`src/rtl/inst_fetch_unit_if.sv`:
```
// Fetch-stage bus bundle: PC register link, branch redirect, decode stall,
// instruction-memory req/ack channel and the IF/ID register outputs.
// The master side is the fetch unit; the slave side is its environment
// (PC register, execute stage, decode stage and instruction memory).
interface inst_fetch_unit_if #(
  parameter int ADDR_W = 16,
  parameter int INST_W = 16
) ();

  // PC register link
  logic [ADDR_W-1:0] instAddr;
  logic              pcEn;
  logic [ADDR_W-1:0] nextInstAddr;

  // Redirect from execute and back-pressure from decode
  logic              branchTaken;
  logic [ADDR_W-1:0] branchTarget;
  logic              stall;

  // Instruction memory read channel
  logic              imemReq;
  logic [ADDR_W-1:0] imemAddr;
  logic              imemAck;
  logic [INST_W-1:0] imemData;

  // IF/ID pipeline register contents
  logic [INST_W-1:0] ifidInst;
  logic [ADDR_W-1:0] ifidPc;
  logic              ifidValid;

  modport master (
    input  instAddr,
    input  branchTaken,
    input  branchTarget,
    input  stall,
    input  imemAck,
    input  imemData,
    output pcEn,
    output nextInstAddr,
    output imemReq,
    output imemAddr,
    output ifidInst,
    output ifidPc,
    output ifidValid
  );

  modport slave (
    output instAddr,
    output branchTaken,
    output branchTarget,
    output stall,
    output imemAck,
    output imemData,
    input  pcEn,
    input  nextInstAddr,
    input  imemReq,
    input  imemAddr,
    input  ifidInst,
    input  ifidPc,
    input  ifidValid
  );

endinterface

```
`src/rtl/inst_fetch_unit.sv`:
```
// Instruction fetch stage.
// Issues one req/ack read per PC value, advances the PC only when the read
// for the current PC completes (or on a branch redirect), and loads IF/ID.
// A one-entry skid buffer (HOLD) absorbs a completed read that arrives while
// decode is stalled on a live IF/ID entry. A branch that lands while a read
// is still outstanding parks the stage in DROP, where the old request is kept
// on the bus unchanged until memory acknowledges it, and its data is thrown away.
module inst_fetch_unit #(
  parameter int          ADDR_W  = 16,
  parameter int          INST_W  = 16,
  parameter int unsigned PC_STEP = 1
) (
  input  logic               clk,
  input  logic               reset,
  inst_fetch_unit_if.master  fetch_io
);

  localparam logic [ADDR_W-1:0] STEP_C = ADDR_W'(PC_STEP);

  typedef enum logic [1:0] {
    ST_FETCH = 2'd0,  // request at the current PC
    ST_HOLD  = 2'd1,  // completed read parked in the skid buffer
    ST_DROP  = 2'd2   // waiting out a request made stale by a branch
  } state_e;

  // State and datapath registers
  state_e              state_q,      state_d;
  logic [ADDR_W-1:0]   drop_addr_q,  drop_addr_d;
  logic [INST_W-1:0]   hold_inst_q,  hold_inst_d;
  logic [ADDR_W-1:0]   hold_pc_q,    hold_pc_d;
  logic [INST_W-1:0]   ifid_inst_q,  ifid_inst_d;
  logic [ADDR_W-1:0]   ifid_pc_q,    ifid_pc_d;
  logic                ifid_valid_q, ifid_valid_d;

  // Combinational outputs
  logic                pc_en_s;
  logic [ADDR_W-1:0]   next_addr_s;
  logic                imem_req_s;
  logic [ADDR_W-1:0]   imem_addr_s;

  // Local copies of the bus inputs for readability
  logic [ADDR_W-1:0]   inst_addr_s;
  logic                branch_s;
  logic [ADDR_W-1:0]   target_s;
  logic                stall_s;
  logic                ack_s;
  logic [INST_W-1:0]   data_s;

  assign inst_addr_s = fetch_io.instAddr;
  assign branch_s    = fetch_io.branchTaken;
  assign target_s    = fetch_io.branchTarget;
  assign stall_s     = fetch_io.stall;
  assign ack_s       = fetch_io.imemAck;
  assign data_s      = fetch_io.imemData;

  // Next-PC select: a redirect wins, otherwise step past the current PC (wraps).
  always_comb begin
    next_addr_s = inst_addr_s + STEP_C;
    if (branch_s) begin
      next_addr_s = target_s;
    end else begin
      next_addr_s = inst_addr_s + STEP_C;
    end
  end

  // Next-state, IF/ID load, skid buffer and memory/PC control.
  always_comb begin
    state_d      = state_q;
    drop_addr_d  = drop_addr_q;
    hold_inst_d  = hold_inst_q;
    hold_pc_d    = hold_pc_q;
    ifid_inst_d  = ifid_inst_q;
    ifid_pc_d    = ifid_pc_q;
    ifid_valid_d = ifid_valid_q;
    pc_en_s      = 1'b0;
    imem_req_s   = 1'b0;
    imem_addr_s  = inst_addr_s;

    // Decode consumes IF/ID whenever it is not stalled; a load below overrides.
    if (!stall_s) begin
      ifid_valid_d = 1'b0;
    end else begin
      ifid_valid_d = ifid_valid_q;
    end

    case (state_q)
      ST_FETCH: begin
        imem_req_s  = 1'b1;
        imem_addr_s = inst_addr_s;
        if (branch_s) begin
          // Redirect: flush IF/ID; any data arriving now is for the wrong path.
          pc_en_s      = 1'b1;
          ifid_valid_d = 1'b0;
          if (!ack_s) begin
            // Request still in flight; remember its address so it stays put.
            drop_addr_d = inst_addr_s;
            state_d     = ST_DROP;
          end else begin
            state_d = ST_FETCH;
          end
        end else if (ack_s) begin
          pc_en_s = 1'b1;
          if (stall_s && ifid_valid_q) begin
            // IF/ID is occupied and not draining: park the word.
            hold_inst_d = data_s;
            hold_pc_d   = inst_addr_s;
            state_d     = ST_HOLD;
          end else begin
            ifid_inst_d  = data_s;
            ifid_pc_d    = inst_addr_s;
            ifid_valid_d = 1'b1;
            state_d      = ST_FETCH;
          end
        end else begin
          // Waiting on memory: PC must not move past the open request.
          pc_en_s = 1'b0;
          state_d = ST_FETCH;
        end
      end

      ST_HOLD: begin
        imem_req_s  = 1'b0;
        imem_addr_s = hold_pc_q;
        if (branch_s) begin
          // Redirect discards both IF/ID and the parked word.
          pc_en_s      = 1'b1;
          ifid_valid_d = 1'b0;
          hold_inst_d  = {INST_W{1'b0}};
          hold_pc_d    = {ADDR_W{1'b0}};
          state_d      = ST_FETCH;
        end else if (!stall_s) begin
          // Decode takes the old entry this edge; the parked word replaces it.
          pc_en_s      = 1'b0;
          ifid_inst_d  = hold_inst_q;
          ifid_pc_d    = hold_pc_q;
          ifid_valid_d = 1'b1;
          state_d      = ST_FETCH;
        end else begin
          pc_en_s = 1'b0;
          state_d = ST_HOLD;
        end
      end

      ST_DROP: begin
        imem_req_s  = 1'b1;
        imem_addr_s = drop_addr_q;
        if (branch_s) begin
          pc_en_s      = 1'b1;
          ifid_valid_d = 1'b0;
        end else begin
          pc_en_s = 1'b0;
        end
        // Once the stale read completes the bus is free for the new PC;
        // its data is never looked at.
        if (ack_s) begin
          state_d = ST_FETCH;
        end else begin
          state_d = ST_DROP;
        end
      end

      default: begin
        // Unreachable encoding: recover to an empty fetch.
        pc_en_s      = 1'b0;
        imem_req_s   = 1'b0;
        ifid_valid_d = 1'b0;
        state_d      = ST_FETCH;
      end
    endcase

    // Nothing reaches the PC or memory while reset is held.
    if (reset) begin
      pc_en_s    = 1'b0;
      imem_req_s = 1'b0;
    end else begin
      pc_en_s    = pc_en_s;
      imem_req_s = imem_req_s;
    end
  end

  // Register update; synchronous reset returns the stage to an empty FETCH.
  always_ff @(posedge clk) begin
    if (reset) begin
      state_q      <= ST_FETCH;
      drop_addr_q  <= {ADDR_W{1'b0}};
      hold_inst_q  <= {INST_W{1'b0}};
      hold_pc_q    <= {ADDR_W{1'b0}};
      ifid_inst_q  <= {INST_W{1'b0}};
      ifid_pc_q    <= {ADDR_W{1'b0}};
      ifid_valid_q <= 1'b0;
    end else begin
      state_q      <= state_d;
      drop_addr_q  <= drop_addr_d;
      hold_inst_q  <= hold_inst_d;
      hold_pc_q    <= hold_pc_d;
      ifid_inst_q  <= ifid_inst_d;
      ifid_pc_q    <= ifid_pc_d;
      ifid_valid_q <= ifid_valid_d;
    end
  end

  assign fetch_io.pcEn         = pc_en_s;
  assign fetch_io.nextInstAddr = next_addr_s;
  assign fetch_io.imemReq      = imem_req_s;
  assign fetch_io.imemAddr     = imem_addr_s;
  assign fetch_io.ifidInst     = ifid_inst_q;
  assign fetch_io.ifidPc       = ifid_pc_q;
  assign fetch_io.ifidValid    = ifid_valid_q;

endmodule

```
`src/flat_wrapper.sv`:
```
// flat-port wrapper written by rule: the top's interface ports become plain ports
module inst_fetch_unit_flat 
#(
  parameter int          ADDR_W  = 16,
  parameter int          INST_W  = 16,
  parameter int unsigned PC_STEP = 1
)
  (clk, reset, fetch_io_instAddr, fetch_io_branchTaken, fetch_io_branchTarget, fetch_io_stall, fetch_io_imemAck, fetch_io_imemData, fetch_io_pcEn, fetch_io_nextInstAddr, fetch_io_imemReq, fetch_io_imemAddr, fetch_io_ifidInst, fetch_io_ifidPc, fetch_io_ifidValid);
  inst_fetch_unit_if #(.ADDR_W(ADDR_W), .INST_W(INST_W)) fetch_io_i ();
  input  logic clk;
  input  logic reset;
  input wire logic [$bits(fetch_io_i.instAddr)-1:0] fetch_io_instAddr;
  input wire logic [$bits(fetch_io_i.branchTaken)-1:0] fetch_io_branchTaken;
  input wire logic [$bits(fetch_io_i.branchTarget)-1:0] fetch_io_branchTarget;
  input wire logic [$bits(fetch_io_i.stall)-1:0] fetch_io_stall;
  input wire logic [$bits(fetch_io_i.imemAck)-1:0] fetch_io_imemAck;
  input wire logic [$bits(fetch_io_i.imemData)-1:0] fetch_io_imemData;
  output wire logic [$bits(fetch_io_i.pcEn)-1:0] fetch_io_pcEn;
  output wire logic [$bits(fetch_io_i.nextInstAddr)-1:0] fetch_io_nextInstAddr;
  output wire logic [$bits(fetch_io_i.imemReq)-1:0] fetch_io_imemReq;
  output wire logic [$bits(fetch_io_i.imemAddr)-1:0] fetch_io_imemAddr;
  output wire logic [$bits(fetch_io_i.ifidInst)-1:0] fetch_io_ifidInst;
  output wire logic [$bits(fetch_io_i.ifidPc)-1:0] fetch_io_ifidPc;
  output wire logic [$bits(fetch_io_i.ifidValid)-1:0] fetch_io_ifidValid;
  assign fetch_io_i.instAddr = fetch_io_instAddr;
  assign fetch_io_i.branchTaken = fetch_io_branchTaken;
  assign fetch_io_i.branchTarget = fetch_io_branchTarget;
  assign fetch_io_i.stall = fetch_io_stall;
  assign fetch_io_i.imemAck = fetch_io_imemAck;
  assign fetch_io_i.imemData = fetch_io_imemData;
  assign fetch_io_pcEn = fetch_io_i.pcEn;
  assign fetch_io_nextInstAddr = fetch_io_i.nextInstAddr;
  assign fetch_io_imemReq = fetch_io_i.imemReq;
  assign fetch_io_imemAddr = fetch_io_i.imemAddr;
  assign fetch_io_ifidInst = fetch_io_i.ifidInst;
  assign fetch_io_ifidPc = fetch_io_i.ifidPc;
  assign fetch_io_ifidValid = fetch_io_i.ifidValid;
  inst_fetch_unit #(.ADDR_W(ADDR_W), .INST_W(INST_W), .PC_STEP(PC_STEP)) u_core (.clk(clk), .reset(reset), .fetch_io(fetch_io_i));
endmodule
```
`config.mk`:
```
export PLATFORM = sky130hd
export DESIGN_NAME = inst_fetch_unit_flat
export DESIGN_NICKNAME = d
export VERILOG_FILES = /design/src/rtl/inst_fetch_unit_if.sv /design/src/rtl/inst_fetch_unit.sv /design/src/flat_wrapper.sv
export SDC_FILE = /design/constraint.sdc
export NUM_CORES = 1
export LEC_CHECK = 0
export BUFFER_PORTS_ARGS = -buffer_cell sky130_fd_sc_hd__buf_2
export CORE_AREA = 2 2 100 102
export DETAILED_ROUTE_END_ITERATION = 8
export DIE_AREA = 0 0 102 104
export PLACE_DENSITY = 0.74
export SYNTH_ARGS = -nofsm -noshare
export SYNTH_HDL_FRONTEND = slang
export SYNTH_SLANG_ARGS = --single-unit
```
`constraint.sdc`:
```
create_clock -name clk -period 3.6 [get_ports clk]
set_clock_uncertainty 0.1 [all_clocks]
set_input_delay 0.54 -clock clk [delete_from_list [all_inputs] [get_ports clk]]
set_output_delay 0.54 -clock clk [all_outputs]
set_load 0.005 [all_outputs]
```
==> key figures <==
Outcome
  – Status: finished, final reports clean

Critical path
  – WS Path Type: reg2out
  – Critical R2R Launch: u_core.state_q[1]
  – Required @ worst endpoint: 2960 ps
  – Crit Reg-Reg Endpoint: u_core.fetch_io.ifidInst[14]
  – Critical path's largest stage delay: 570 ps
  – Crit-path max FO: 20
  – Worst setup endpoint: fetch_io_imemAddr[15]
  – CP cell instances: inv_1, ha_1, buf_4, a22oi_1, a21oi_1, buf_2
  – CP Buf/Inv Count: 3
  – Slowest-stage cell, CP: ha_1
  – Flop-to-flop setup slack: 1130 ps
  – Element type at the critical path start: register
  – Worst path top cell family by delay: buffers and inverters
  – Crit. End Element: output port
  – Crit path depth: 6
  – Crit path arrival time: 2310 ps
  – Reg2Reg Depth: 6
  – Critical path launch point: u_core.state_q[1]

Global route
  – Largest net degree at the start of global routing: 49
  – Total grt overflow: 0
  – Gr usage total: 22.7%
  – First-pass GRT wire length: 19,500 µm
  – Vias in the first global route: 3,930
  – Initial antenna violation count: 0

Synthesis
  – Synth cell count leaders: dfxtp_1 (83), nor2_1 (58), nand2_1 (53), a21oi_1 (51), mux2i_1 (47)
  – Gate Count Post-Synth: 535
  – Top cell type's share of synthesized area: 36.0%
  – Count leader, synth: dfxtp_1
  – Post-synthesis compound-gate area fraction: 25.1%
  – Synth Register Bits: 83
  – Synth Area in XOR/XNOR: 2.66%
  – Syn_area_per_cell: 8.62 µm²
  – Post-Syn Nets: 595
  – Post-synthesis sequential area ratio: 36.0%
  – Post-synthesis adder-cell area fraction: 1.90%
  – Async SR Flop Fraction: 0%
  – Count of cell types in the netlist: 36
  – Simple-gate portion of the synthesized area: 16.3%
  – Main flop type after synthesis: dfxtp_1
  – Mux share of post-synthesis cell area: 10.9%
  – Number of synthesized flops with an enable pin: 0
  – Synth Cell Area: 4610 µm²
  – Combinational family with the most area after synthesis: compound AO/OA/AOI/OAI gates
  – Syn. warnings: 0
  – Main area contributors after synthesis: dfxtp_1 (36%), mux2i_1 (10%), a211oi_2 (8.1%), a211oi_1 (5.7%), a21oi_1 (5.5%)
  – Synth area leader: dfxtp_1

Detailed routing
  – Routed wire length: 12,400 µm
  – DR iter-0 viols: 150
  – Vias per inst: 5.51
  – Final ANT Viol Nets: 0
  – Avg WL per Cell: 16.4 µm
  – Vias: 4,171
  – DRC Markers: 0
  – TritonRoute pass-1 iters: 4

Timing
  – Hold WS: 359 ps
  – Setup TNS: 0 ps
  – Slew HR: 39.3%
  – Period utilisation layout: 82.1%
  – Worst Slack Setup Final: 645 ps
  – Fin. Hold Viols: 0
  – Max frequency: 338 MHz
  – Slew Limit Fails: 0
  – Worst slew pin tran: 910 ps
  – # setup viols final: 0
  – Minimum clock period: 2950 ps
  – RSZ-0062 raised after global routing: no

Finish
  – Ant. Diodes: 0
  – Fin util: 56.5%
  – Non-Filler Instances: 757
  – Layout cells sized above 1: 29.5%
  – Nets: 679
  – Area Growth Syn to Fin: 17.1%

Clocking
  – Clock transition at path regs: 90 ps
  – Worst-Skew Late Latency: 360 ps
  – CTS tree: yes
  – Hold Buf Count CTS: 0
  – Clock Tree Root: clkbuf_8
  – H-tree depth: 3
  – Post_cts resized: 0
  – Clock sink count: 83
  – Inserted Clock Buffers: 9
  – Setup bufs post-CTS: 0
  – Max Root-Sink Buffers: 2

Placed design
  – Placed cells: 741
  – Gpl congestion: 0.863
  – HPWL Detailed: 8290 µm
  – Dpl ws: 999 ps
  – Port-buffer cells: 119

Min path
  – Hold Path Class: reg2reg

Power and ir drop
  – P_leak: 0.00206 µW
  – PD cells: 413 nW/µm²
  – VDD IR max: 0.260 mV

Floorplan
  – Initial Util: 48.3%
  – Die area: 10,600 µm²
  – Core ar.: 9550 µm²
  – # IOs: 120
  – Die height: 104 µm
  – Die Wd: 102 µm
  – Row cnt: 36

Run
  – Max_cap viols: 0
==> through the flow <==
step / power (µW) / area, µm²
3_3_place_gp: 1430 / 5160
3_5_place_dp: 1440 / 5160
6_report: 2230 / 5400
4_1_cts: 2250 / 5400
5_1_grt: 2330 / 5400
2_1_floorplan: 1290 / 4610
==> logic make-up after synthesis <==
family / Yosys count
and+or+nand+nor: 164
adders and majority gates: 7
AOI/OAI and AO/OA: 153
buffers and inverters: 64
muxes: 50
DFF: 83
xor gates and xnor gates: 14
==> registers in the layout, summed over array words and instances (netlist names) <==
register,flops
u_core.hold_pc_q,16
u_core.state_q,2
u_core.drop_addr_q,16
u_core.hold_inst_q,16
u_core.fetch_io.ifidValid,1
u_core.fetch_io.ifidPc,16
u_core.fetch_io.ifidInst,16
==> layout make-up <==
type / instances / area, µm²
sequential: 83 / 1660
clock buffer: 10 / 128
tap: 133 / 166
timing repair buffer: 130 / 681
clock inverter: 6 / 113
multi-input combinational: 388 / 2620
fill: 875 / 4150
inverter: 7 / 26.3
==> metal layers <==
metal | up-vias | GRT usage [%] | routed length, µm
met3 | 13 | 5.85 | 889
li1 | 2055 | - | -
met2 | 138 | 36.5 | 5830
met1 | 1965 | 29.9 | 5520
met4 | 0 | 6.48 | 147
met5 | - | 0 | 0
==> worst min path at each step <==
| stage | from | end | slack (ps) | cells after the start |
|---|---|---|---|---|
| after CTS | u_core.drop_addr_q[13] | u_core.drop_addr_q[13] | 360 | 2 |
| after floorplan | u_core.drop_addr_q[0] | u_core.drop_addr_q[0] | 340 | 2 |
| after global routing | fetch_io_instAddr[12] | u_core.drop_addr_q[12] | 370 | 3 |
| after global placement | u_core.drop_addr_q[15] | u_core.drop_addr_q[15] | 340 | 2 |
| after detailed placement | u_core.drop_addr_q[0] | u_core.drop_addr_q[0] | 350 | 2 |
| final | u_core.drop_addr_q[7] | u_core.drop_addr_q[7] | 360 | 2 |
==> report_power, final <==
group	leakage, µW	internal (µW)	switching [µW]	total [µW]
combinational	0.00126	177	239	416
sequential	0.000679	972	30.9	1000
clock	0.000121	464	350	814
total	0.00206	1610	620	2230
==> cells in the final DEF, fill, tap and decap left out, types with 3 or more instances in the layout <==
master       n
mux2_2       3
nand3_1      6
clkbuf_8     9
a22oi_1     16
nor2b_1     30
xor2_1       3
inv_1        5
buf_2      118
a211oi_1    35
bufinv_16    3
nor2_1      58
nor4_1       5
nand4_1      5
ha_1         6
a211oi_2    30
xnor2_1     11
dfxtp_1     83
o21ai_0     15
nand2_1     53
mux2i_1     47
a21oi_1     51
buf_4       12
nor3_1       4
==> worst reg2reg max path: cells and delay by family (launching register included) <==
kind / cells / cell delay, ps
adder cells (fa/ha/maj): 1 / 440
AO/OA/AOI/OAI: 3 / 1110
flip-flops: 1 / 340
buffers and inverters: 1 / 130
AND/OR/NAND/NOR: 1 / 210
No activity file was read; power rests on OpenSTA's default activity.
